[config.mk]
export PLATFORM = sky130hd
export DESIGN_NAME = pcs_transmit
export DESIGN_NICKNAME = d
export VERILOG_FILES = /design/src/rtl/pcs_transmit.sv
export SDC_FILE = /design/constraint.sdc
export NUM_CORES = 1
export LEC_CHECK = 0
export ABC_AREA = 1
export CORE_MARGIN = 8
export CORE_UTILIZATION = 55
export DETAILED_ROUTE_END_ITERATION = 16
export HOLD_SLACK_MARGIN = 0.03
export PLACE_DENSITY = 0.78
export SETUP_SLACK_MARGIN = 0.5
export SYNTH_ARGS = -nofsm -noshare
export SYNTH_HDL_FRONTEND = slang
export SYNTH_SLANG_ARGS = --single-unit
[constraint.sdc]
create_clock -name Clk -period 12.56 [get_ports Clk]
set_input_delay 2.512 -clock Clk [delete_from_list [all_inputs] [get_ports Clk]]
set_output_delay 2.512 -clock Clk [all_outputs]
set_load 0.02 [all_outputs]
[src/rtl/pcs_transmit.sv]
// pcs_transmit: 1000BASE-X PCS transmit path (GMII octets -> 10-bit code groups with 8b/10b and RD tracking).
// Optional macro PCS_TX_FRAME_COUNT_EN adds the frame_count output (number of /S/ emitted).
module pcs_transmit #(
    parameter int unsigned COUNT_W = 16
) (
    input  logic               Clk,
    input  logic               mr_main_reset,
    input  logic [7:0]         TXD,
    input  logic               TX_EN,
    input  logic               TX_ER,
    output logic [9:0]         tx_code_group,
    output logic               tx_even,
`ifdef PCS_TX_FRAME_COUNT_EN
    output logic               transmitting,
    output logic [COUNT_W-1:0] frame_count
`else
    output logic               transmitting
`endif
);

    localparam logic [2:0] IDLE_K = 3'd0;
    localparam logic [2:0] IDLE_D = 3'd1;
    localparam logic [2:0] DATA   = 3'd2;
    localparam logic [2:0] EPD_R1 = 3'd3;
    localparam logic [2:0] EPD_R2 = 3'd4;

    // Special code groups, RD- form; the RD+ form is the bitwise complement.
    localparam logic [9:0] K28_5 = 10'b0011111010;
    localparam logic [9:0] K27_7 = 10'b1101101000;
    localparam logic [9:0] K29_7 = 10'b1011101000;
    localparam logic [9:0] K23_7 = 10'b1110101000;
    localparam logic [9:0] K30_7 = 10'b0111101000;
    localparam logic [7:0] D16_2 = 8'h50;
    localparam logic [7:0] D5_6  = 8'hC5;

    logic [2:0]  state_q, state_d;
    logic [9:0]  code_q, code_d;
    logic        rd_q, rd_d;
    logic        even_q, even_d;
    logic        xmit_q, xmit_d;
    logic [7:0]  enc_in;
    logic [10:0] enc;

    function automatic logic [9:0] kcode(input logic [9:0] neg, input logic rd);
        return rd ? ~neg : neg;
    endfunction

    // Returns {rd_after, abcdei, fghj}; rd = 1 means positive running disparity.
    function automatic logic [10:0] enc_data(input logic [7:0] d, input logic rd);
        logic [4:0] x;
        logic [2:0] y;
        logic [5:0] c6;
        logic [3:0] c4;
        logic       rd_mid;
        logic       rd_out;
        x = d[4:0];
        y = d[7:5];
        case (x)
            5'd0:  c6 = 6'b100111;  5'd1:  c6 = 6'b011101;
            5'd2:  c6 = 6'b101101;  5'd3:  c6 = 6'b110001;
            5'd4:  c6 = 6'b110101;  5'd5:  c6 = 6'b101001;
            5'd6:  c6 = 6'b011001;  5'd7:  c6 = 6'b111000;
            5'd8:  c6 = 6'b111001;  5'd9:  c6 = 6'b100101;
            5'd10: c6 = 6'b010101;  5'd11: c6 = 6'b110100;
            5'd12: c6 = 6'b001101;  5'd13: c6 = 6'b101100;
            5'd14: c6 = 6'b011100;  5'd15: c6 = 6'b010111;
            5'd16: c6 = 6'b011011;  5'd17: c6 = 6'b100011;
            5'd18: c6 = 6'b010011;  5'd19: c6 = 6'b110010;
            5'd20: c6 = 6'b001011;  5'd21: c6 = 6'b101010;
            5'd22: c6 = 6'b011010;  5'd23: c6 = 6'b111010;
            5'd24: c6 = 6'b110011;  5'd25: c6 = 6'b100110;
            5'd26: c6 = 6'b010110;  5'd27: c6 = 6'b110110;
            5'd28: c6 = 6'b001110;  5'd29: c6 = 6'b101110;
            5'd30: c6 = 6'b011110;  default: c6 = 6'b101011;
        endcase
        // Unbalanced groups flip for RD+; D.7 is balanced but still alternates.
        if (rd && (($countones(c6) != 3) || (x == 5'd7)))
            c6 = ~c6;
        rd_mid = ($countones(c6) == 3) ? rd : ~rd;
        case (y)
            3'd0: c4 = 4'b1011;
            3'd1: c4 = 4'b1001;
            3'd2: c4 = 4'b0101;
            3'd3: c4 = 4'b1100;
            3'd4: c4 = 4'b1101;
            3'd5: c4 = 4'b1010;
            3'd6: c4 = 4'b0110;
            default: begin
                if ((!rd_mid && (x == 5'd17 || x == 5'd18 || x == 5'd20)) ||
                    ( rd_mid && (x == 5'd11 || x == 5'd13 || x == 5'd14)))
                    c4 = 4'b0111;
                else
                    c4 = 4'b1110;
            end
        endcase
        if (rd_mid && (($countones(c4) != 2) || (y == 3'd3)))
            c4 = ~c4;
        rd_out = ($countones(c4) == 2) ? rd_mid : ~rd_mid;
        return {rd_out, c6, c4};
    endfunction

    always_comb begin
        state_d = state_q;
        code_d  = code_q;
        rd_d    = rd_q;
        xmit_d  = xmit_q;
        even_d  = ~even_q;
        // In IDLE_D, rd_q is the RD after K28.5: positive means RD was negative before it -> /I2/.
        enc_in  = (state_q == IDLE_D) ? (rd_q ? D16_2 : D5_6) : TXD;
        enc     = enc_data(enc_in, rd_q);
        case (state_q)
            IDLE_K: begin
                if (TX_EN) begin
                    code_d  = kcode(K27_7, rd_q);
                    xmit_d  = 1'b1;
                    state_d = DATA;
                end else begin
                    code_d  = kcode(K28_5, rd_q);
                    rd_d    = ~rd_q;
                    xmit_d  = 1'b0;
                    state_d = IDLE_D;
                end
            end
            IDLE_D: begin
                code_d  = enc[9:0];
                rd_d    = enc[10];
                xmit_d  = 1'b0;
                state_d = IDLE_K;
            end
            DATA: begin
                xmit_d = 1'b1;
                if (!TX_EN) begin
                    code_d  = kcode(K29_7, rd_q);
                    state_d = EPD_R1;
                end else if (TX_ER) begin
                    code_d = kcode(K30_7, rd_q);
                end else begin
                    code_d = enc[9:0];
                    rd_d   = enc[10];
                end
            end
            EPD_R1: begin
                code_d  = kcode(K23_7, rd_q);
                xmit_d  = 1'b0;
                state_d = even_d ? EPD_R2 : IDLE_K;
            end
            EPD_R2: begin
                code_d  = kcode(K23_7, rd_q);
                xmit_d  = 1'b0;
                state_d = IDLE_K;
            end
            default: state_d = IDLE_K;
        endcase
    end

    always_ff @(posedge Clk or posedge mr_main_reset) begin
        if (mr_main_reset) begin
            state_q <= IDLE_K;
            code_q  <= '0;
            rd_q    <= 1'b0;
            even_q  <= 1'b0;
            xmit_q  <= 1'b0;
        end else begin
            state_q <= state_d;
            code_q  <= code_d;
            rd_q    <= rd_d;
            even_q  <= even_d;
            xmit_q  <= xmit_d;
        end
    end

    assign tx_code_group = code_q;
    assign tx_even       = even_q;
    assign transmitting  = xmit_q;

`ifdef PCS_TX_FRAME_COUNT_EN
    logic [COUNT_W-1:0] fcnt_q;

    always_ff @(posedge Clk or posedge mr_main_reset) begin
        if (mr_main_reset)
            fcnt_q <= '0;
        else if (state_q == IDLE_K && TX_EN)
            fcnt_q <= fcnt_q + 1'b1;
    end

    assign frame_count = fcnt_q;
`endif

endmodule

==> impl_metrics.py, run 1 <==
metrics = {
    "flow_run": {
        "maxCapViolCount": 0,
    },
    "min_path": {
        "min_from": "tx_even",
        "hold_path.class": "flop to flop",
    },
    "cts": {
        "htree_levels": 1,
        "cts_tree": "done",
        "clockBufferDepth": 2,
        "cts.clk_slew.worst_paths_ps": 60,
        "cts_made_buffers": 3,
        "insertion_delay_ps": 250,
        "cts.sinks": 16,
        "root_buffer": "clkbuf_8",
    },
    "logic_synthesis": {
        "avgSynthCellArea_um2": 6.223,
        "seq_area_frac_synth_pct": 18.92,
        "synth.area.mux_share_pct": 0,
        "synth_area_um2": 2116,
        "ys_types": 34,
        "ys_ff_latch": 16,
        "synthCells": 340,
        "synthSimpleGateAreaFrac_pct": 43.17,
        "ys_warn_count": 0,
        "synthAdderAreaFrac_pct": 13.96,
        "yosys.area_share.xor_xnor_pct": 2.365,
        "synth_compound_area_share_pct": 9.698,
        "synthesis.nets": 372,
        "synth_top_family_by_area": "simple AND/OR/NAND/NOR gates",
    },
    "worst_setup_path": {
        "arrival_ps": 11660,
        "path_class": "input port to flop",
        "crit_start": "TXD[2]",
        "required_ps": 12690,
        "end_kind": "flop",
        "cp_max_fo": 8,
        "critical_path.max_stage_delay_ps": 560,
        "ff2ff_setup_slack_ps": 2810,
        "cp-start-kind": "input port",
        "cp_slowest_cell": "clkdlybuf4s50_1",
        "r2r_start": "rd_q",
    },
    "cells_and_area": {
        "final_cells": 417,
        "synthToLayoutAreaGrowth_pct": 18.75,
        "drive_above_1_share_pct": 14.36,
        "nFillCells": 355,
        "diodes": 0,
        "nets": 402,
        "final_util_pct": 68.11,
        "final_cell_mix": "nand2_1, inv_1, nand3_1, nor2_1, clkdlybuf4s50_1",
        "seqCellArea_um2": 400.4,
        "final_area_um2": 2512,
        "mostFrequentLayoutCell": "nand2_1",
        "multi_input_area_um2": 1496,
    },
    "routing": {
        "final_antenna_net_count": 0,
        "routed_wl_um": 5120,
        "route.detailed.drc": 0,
        "vias": 2199,
        "wire_per_inst_um": 12.28,
        "drt_first_pass_iters": 4,
        "initialDrtViolationCount": 194,
        "vias_per_cell": 5.273,
    },
    "global_routing": {
        "grt_pass1_wl_um": 9045,
        "grt_overflow_total": 0,
        "grt_use_total_pct": 17.39,
        "grt_pass1_vias": 2119,
        "grt_max_degree": 17,
        "antenna_found_initial": 0,
    },
    "placed_design": {
        "dpl_cell_area_um2": 2380,
        "portBuffers": 23,
        "place_congestion": 0.8934,
        "dp_hpwl_um": 4103,
        "place_inst": 407,
    },
    "sta": {
        "final-max-slew-violation-count": 0,
        "tns_ps": 0,
        "max_freq_mhz": 86.75,
        "worst_pin_slew_ps": 650.9,
        "hold-worst-slack_ps": 447.0,
        "setup_viol": 0,
        "fin_skew_ps": 2.256,
        "slew_headroom_pct": 56.15,
        "hold_viol_final": 0,
        "fin_crit_sh_pct": 91.77,
        "period_needed_ps": 11530,
        "rsz0062_at_grt": "no",
    },
    "power_and_ir_drop": {
        "power_density_nw_per_um2": 332.9,
        "power.leakage_nw": 1.375,
        "ir_worst_vdd_uv": 366.3,
    },
    "die": {
        "boundaryPins": 24,
        "initial_core_util_pct": 57.36,
        "die_w_um": 78.03,
        "die_area_um2": 6088,
        "rows": 22,
        "die_h_um": 78.03,
        "core_um2": 3689,
    },
    "outcome": {
        "status": "finished, final reports clean",
    },
}
==> cells by family (layout without fill, tap and decap cells) <==
| group | Yosys count | in the layout |
|---|---|---|
| adders and majority gates | 20 | 20 |
| AOI/OAI and AO/OA | 37 | 37 |
| and+or+nand+nor | 199 | 199 |
| xor gates and xnor gates | 4 | 4 |
| buffers and inverters | 64 | 93 |
| DFF | 16 | 16 |
==> worst max-delay path: cells and delay by family <==
family	cells	cell delay, ps
AO/OA/AOI/OAI	3	480
AND/OR/NAND/NOR	25	2910
adder cells (fa/ha/maj)	14	4600
buffers and inverters	10	1170
==> layout make-up <==
cell class,count,area share (%)
clock buffers,4,2.191
inverters,60,8.964
multi-input cells,260,59.56
flip-flops and latches,16,15.94
well taps,48,2.390
repair buffers,29,10.96
==> per-stage QoR <==
| stage | total power [mW] | setup WS [ps] |
|---|---|---|
| after global placement | 0.6978 | 770.3 |
| after detailed placement | 0.7168 | 612.7 |
| after CTS | 0.7706 | 872.8 |
| final | 0.8363 | 1033 |
| after floorplan | 0.5757 | 1732 |
| after global routing | 0.9398 | 457.1 |
==> where the power goes <==
group          internal [mW]  leakage (nW)  switching [mW]
registers             0.0714         0.189          0.0154
clock network         0.0279        0.0288          0.0187
logic                  0.310          1.16           0.392
total                  0.410          1.38           0.427
==> synth_stat cells, drive strengths merged <==
| cell type | n | area share, % |
|---|---|---|
| nand2 | 119 | 23 |
| inv | 60 | 11 |
| nand3 | 35 | 9.1 |
| nor2 | 27 | 5.1 |
| o21ai | 19 | 4.7 |
| dfrtp | 16 | 19 |
| ha | 14 | 8.3 |
| a21oi | 12 | 2.8 |
| fa | 6 | 5.7 |
| nand4 | 5 | 1.5 |
| or2 | 5 | 1.5 |
| buf | 4 | 1.2 |
| and2 | 3 | 0.89 |
| xnor2 | 3 | 2.0 |
| a31o | 2 | 0.83 |
| nor3b | 2 | 0.71 |
| a211oi | 1 | 0.35 |
| a31oi | 1 | 0.30 |
| and3b | 1 | 0.41 |
| nand3b | 1 | 0.35 |
| nor3 | 1 | 0.24 |
| o211ai | 1 | 0.35 |
| o21bai | 1 | 0.35 |
| xor2 | 1 | 0.41 |
==> registers in the layout, indices dropped and copies added, names as in the netlist <==
name / flops
tx_code_group: 10
state_q: 3
rd_q: 1
transmitting: 1
tx_even: 1
==> path summary, 6_finish.rpt <==
check                                        end  cells after the start
worst max register to register              rd_q                     54
worst min-delay path                     tx_even                      1
min in group asynchronous           transmitting                      2
worst max-delay path                        rd_q                     52
worst min register to register           tx_even                      1
max in group asynchronous       tx_code_group[1]                      2
==> what timing repair did <==
action / in CTS / in global routing
hold buffers: 0 / 0
setup endpoints to repair: 0 / 1
buffers inserted: 0 / 6
endpoints found under the hold margin: 0 / 0
resized for setup: 0 / 9
==> routing by layer <==
layer  routed length (um)  up-vias  track usage, %
li1                     -     1120               -
met1                 2264     1015           22.74
met2                 2469       57           29.57
met3                  347        7           2.961
met4                   38        0           3.148
met5                    0        -               0
No activity file was read; power rests on OpenSTA's default activity.
==> run 2: changes to the inputs <==
--- a/config.mk
+++ b/config.mk
@@ -6,6 +6,7 @@
 export NUM_CORES = 1
 export LEC_CHECK = 0
 export ABC_AREA = 1
+export CORE_ASPECT_RATIO = 0.7
 export CORE_MARGIN = 8
 export CORE_UTILIZATION = 55
 export DETAILED_ROUTE_END_ITERATION = 16
==> impl_metrics.py, run 2 (same netlist as run 1, synthesis figures left out) <==
metrics = {
    "outcome": {
        "status": "finished, final reports clean",
    },
    "global_routing": {
        "grt_pass1_vias": 1924,
        "grt_max_degree": 17,
        "grt_pass1_wl_um": 8404,
        "grt_overflow_total": 0,
        "antenna_found_initial": 0,
        "grt_use_total_pct": 16.31,
    },
    "routing": {
        "initialDrtViolationCount": 164,
        "vias_per_cell": 5.189,
        "route.detailed.drc": 0,
        "wire_per_inst_um": 11.84,
        "drt_first_pass_iters": 5,
        "vias": 2174,
        "final_antenna_net_count": 0,
        "routed_wl_um": 4963,
    },
    "placed_design": {
        "dp_hpwl_um": 3985,
        "portBuffers": 23,
        "place_congestion": 0.9209,
        "dpl_cell_area_um2": 2385,
    },
    "cts": {
        "cts_tree": "done",
        "root_buffer": "clkbuf_8",
        "insertion_delay_ps": 250,
        "cts.clk_slew.worst_paths_ps": 60,
        "cts_made_buffers": 3,
        "clockBufferDepth": 2,
        "cts.sinks": 16,
        "htree_levels": 1,
    },
    "cells_and_area": {
        "final_cell_mix": "nand2_1, inv_1, nand3_1, nor2_1, clkdlybuf4s50_1",
        "final_area_um2": 2529,
        "nets": 400,
        "diodes": 0,
        "synthToLayoutAreaGrowth_pct": 19.52,
        "largest_reg_flops": 10,
        "mostFrequentLayoutCell": "nand2_1",
        "drive_above_1_share_pct": 15.80,
    },
    "worst_setup_path": {
        "cp_common_cell": "ha_1",
        "arrival_ps": 11660,
        "cp-start-kind": "input port",
        "required_ps": 12680,
        "end_kind": "flop",
        "cp_slowest_cell": "fa_1",
        "critical_path.max_stage_delay_ps": 550,
        "path_class": "input port to flop",
        "cp_max_fo": 7,
    },
    "sta": {
        "period_needed_ps": 11540,
        "hold_viol_final": 0,
        "tns_ps": 0,
        "slew_headroom_pct": 61.21,
        "hold-worst-slack_ps": 445.3,
        "final-max-slew-violation-count": 0,
        "fin_crit_sh_pct": 91.88,
        "setup_viol": 0,
        "max_freq_mhz": 86.66,
        "worst_pin_slew_ps": 579.6,
        "rsz0062_at_grt": "no",
        "fin_skew_ps": 2.844,
    },
    "die": {
        "core_um2": 3804,
        "initial_core_util_pct": 55.62,
        "rows": 19,
        "die_w_um": 90.13,
        "die_h_um": 67.89,
        "die_area_um2": 6119,
        "boundaryPins": 24,
    },
    "min_path": {
        "hold_path.class": "flop to flop",
    },
    "flow_run": {
        "maxCapViolCount": 0,
    },
}
==> run 2: cell types whose count changed in the layout (fill, tap and decap cells not counted), sizes merged <==
cell	delta
buf	-2
==> run 2: layout make-up <==
class	count	area (um2)
Sequential cell	16	400.4
Fill cell	353	1275
Inverter	60	230.2
Timing Repair Buffer	27	260.3
Clock buffer	4	55.05
Tap cell	52	65.06
Multi-Input combinational cell	260	1518
==> run 2: final timing paths <==
kind	slack (ps)	endpoint	startpoint	depth (start not counted)
max in group asynchronous	9560	tx_code_group[0]	mr_main_reset	2
min in group asynchronous	2620	tx_code_group[7]	mr_main_reset	2
hold reg to reg	450	tx_even	tx_even	1
setup reg to reg	2830	rd_q	rd_q	53
hold / removal	450	tx_even	tx_even	1
setup / recovery	1020	rd_q	TXD[1]	50
==> run 2: what timing repair did <==
| item | in CTS | in global routing |
|---|---|---|
| resized for setup | 0 | 18 |
| hold buffers | 0 | 0 |
| setup endpoints to repair | 0 | 1 |
| buffers inserted | 0 | 4 |
| endpoints found under the hold margin | 0 | 0 |
==> run 2: per-stage QoR <==
stage / utilization (%) / cells / setup slack, ps
after global routing: 66.48 / 419 / 466.5
after CTS: 64.14 / 415 / 760.4
after detailed placement: 62.70 / 411 / 514.5
after floorplan: - / 340 / 1732
after global placement: 62.70 / 411 / 662.8
final: 66.48 / 419 / 1020
==> run 2: worst max-delay path, delay by kind of cell <==
family	cells	cell delay (ps)
buffers and inverters	8	920
AO/OA/AOI/OAI	3	320
adder cells (fa/ha/maj)	15	4990
AND/OR/NAND/NOR	24	2870
==> run 2: per-layer routing <==
layer | routed length [um] | vias up | track usage [%]
met2 | 2185 | 67 | 25.50
met3 | 313 | 7 | 2.957
li1 | - | 1124 | -
met4 | 22 | 0 | 2.474
met1 | 2441 | 976 | 23.51
met5 | 0 | - | 0
Power of run 2 is left out: the tool's default activity adds up to more than one toggle a clock period on the data nets, which glitch-free logic cannot reach.
==> run 3: changes to the inputs <==
--- a/config.mk
+++ b/config.mk
@@ -9,7 +9,9 @@
 export CORE_ASPECT_RATIO = 0.7
 export CORE_MARGIN = 8
 export CORE_UTILIZATION = 55
+export CTS_CLUSTER_SIZE = 24
 export DETAILED_ROUTE_END_ITERATION = 16
+export GPL_TIMING_DRIVEN = 0
 export HOLD_SLACK_MARGIN = 0.03
 export PLACE_DENSITY = 0.78
 export SETUP_SLACK_MARGIN = 0.5
==> impl_metrics.py, run 3 (same netlist as run 1, synthesis figures left out) <==
metrics = {
    "die": {
        "core_um2": 3804,
        "initial_core_util_pct": 55.62,
        "die_h_um": 67.89,
        "die_w_um": 90.13,
        "die_area_um2": 6119,
        "boundaryPins": 24,
        "rows": 19,
    },
    "worst_setup_path": {
        "arrival_ps": 11650,
        "required_ps": 12670,
        "critical_path.max_stage_delay_ps": 550,
        "ff2ff_setup_slack_ps": 2840,
        "reg2reg_depth": 53,
        "cp_max_fo": 6,
        "cp_slowest_cell": "fa_1",
        "cp-start-kind": "input port",
        "end_kind": "flop",
        "path_class": "input port to flop",
    },
    "cells_and_area": {
        "drive_above_1_share_pct": 15.99,
        "mostFrequentLayoutCell": "nand2_1",
        "diodes": 0,
        "synthToLayoutAreaGrowth_pct": 19.34,
        "final_cells": 421,
        "nets": 403,
        "final_cell_mix": "nand2_1, inv_1, nand3_1, nor2_1, clkdlybuf4s50_1",
        "largest_reg_flops": 10,
    },
    "global_routing": {
        "busiest_layer": "met2",
        "grtUsageMet1_pct": 24.27,
        "grt_overflow_total": 0,
        "grt_max_degree": 17,
        "met2_usage_pct": 26.78,
        "grt_pass1_vias": 1956,
        "grtUsageMet3_pct": 2.848,
        "antenna_found_initial": 0,
        "grt_use_total_pct": 16.82,
        "grt_pass1_wl_um": 8680,
    },
    "placed_design": {
        "portBuffers": 23,
        "place_inst": 415,
        "dp_hpwl_um": 4161,
        "place_congestion": 0.9126,
    },
    "power_and_ir_drop": {
        "power_density_nw_per_um2": 330.1,
        "power.leakage_nw": 1.373,
        "ir_worst_vdd_uv": 313.8,
    },
    "cts": {
        "root_buffer": "clkbuf_8",
        "cts_hold_buf": 0,
        "cts.clk_slew.worst_paths_ps": 50,
        "cts_made_buffers": 3,
        "cts.sinks": 16,
        "clockBufferDepth": 2,
        "htree_levels": 1,
        "insertion_delay_ps": 240,
        "cts_tree": "done",
    },
    "sta": {
        "rsz0062_at_grt": "no",
        "setup_viol": 0,
        "fin_skew_ps": 3.403,
        "hold-worst-slack_ps": 440.4,
        "period_needed_ps": 11540,
        "fin_crit_sh_pct": 91.89,
        "slew_headroom_pct": 57.26,
        "worst_pin_slew_ps": 634.3,
        "max_freq_mhz": 86.64,
        "final-max-slew-violation-count": 0,
        "hold_viol_final": 0,
        "tns_ps": 0,
    },
    "routing": {
        "wire_per_inst_um": 12.12,
        "drt_first_pass_iters": 4,
        "initialDrtViolationCount": 194,
        "routed_wl_um": 5102,
        "vias_per_cell": 5.230,
        "final_antenna_net_count": 0,
        "route.detailed.drc": 0,
        "vias": 2202,
    },
    "flow_run": {
        "maxCapViolCount": 0,
    },
    "min_path": {
        "whs_path_depth": 1,
        "hold_path.class": "flop to flop",
    },
    "outcome": {
        "status": "finished, final reports clean",
    },
}
run 3: changes by cell type in the layout (fill, tap and decap cells not counted):
| cell | before | now |
|---|---|---|
| and3b_2 | 1 | 0 |
| nand2_2 | 15 | 18 |
| buf_6 | 0 | 1 |
| nor3b_1 | 0 | 1 |
| nand2_1 | 99 | 97 |
| nand2_4 | 5 | 4 |
| buf_4 | 4 | 3 |
| clkbuf_8 | 4 | 3 |
| nor3b_2 | 2 | 1 |
| and2_1 | 2 | 3 |
| and2_4 | 1 | 0 |
| and3b_1 | 0 | 1 |
| buf_2 | 0 | 3 |
run 3: worst paths after layout:
kind | from | to
setup / recovery | TXD[0] | rd_q
hold / removal | tx_even | tx_even
setup reg to reg | rd_q | rd_q
hold reg to reg | tx_even | tx_even
max in group asynchronous | mr_main_reset | rd_q
min in group asynchronous | mr_main_reset | tx_code_group[6]
run 3: layer usage:
layer | vias up | part of all wire (%)
met5 | - | 0
met4 | 0 | 0.31
met3 | 2 | 7.3
met2 | 66 | 44
met1 | 998 | 48
li1 | 1136 | -
run 3: power by group:
part	switching (mW)	leakage, nW	internal [mW]
Combinational	0.409	1.16	0.306
Sequential	0.0101	0.189	0.0716
Clock	0.0151	0.0216	0.0212
run 3: stage by stage:
step,utilization [%],total power [mW],instance area (um2),setup WS (ps)
4_1_cts,64.47,0.7692,2452,706.4
2_1_floorplan,-,0.5757,2116,1732
6_report,66.38,0.8334,2525,1019
5_1_grt,66.38,0.9378,2525,451.2
3_5_place_dp,63.39,0.7289,2411,468.9
3_3_place_gp,63.39,0.7020,2411,635.9
run 3: area by class of cell:
type | count | area, um2
plain buffers | 4 | 26.28
clock buffers | 3 | 41.29
fillers | 359 | 1279
inverters | 60 | 230.2
multi-input cells | 260 | 1509
flip-flops and latches | 16 | 400.4
well taps | 52 | 65.06
repair buffers | 26 | 252.7
run 3: timing repair:
item,CTS,global route
setup endpoints to repair,0,1
resized for setup,0,16
buffers inserted,0,3
run 3: critical path: cells and delay by family:
kind / cells / cell delay [ps]
and+or+nand+nor: 26 / 2990
AOI/OAI and AO/OA: 3 / 430
buffers and inverters: 8 / 920
adders and majority gates: 15 / 4810
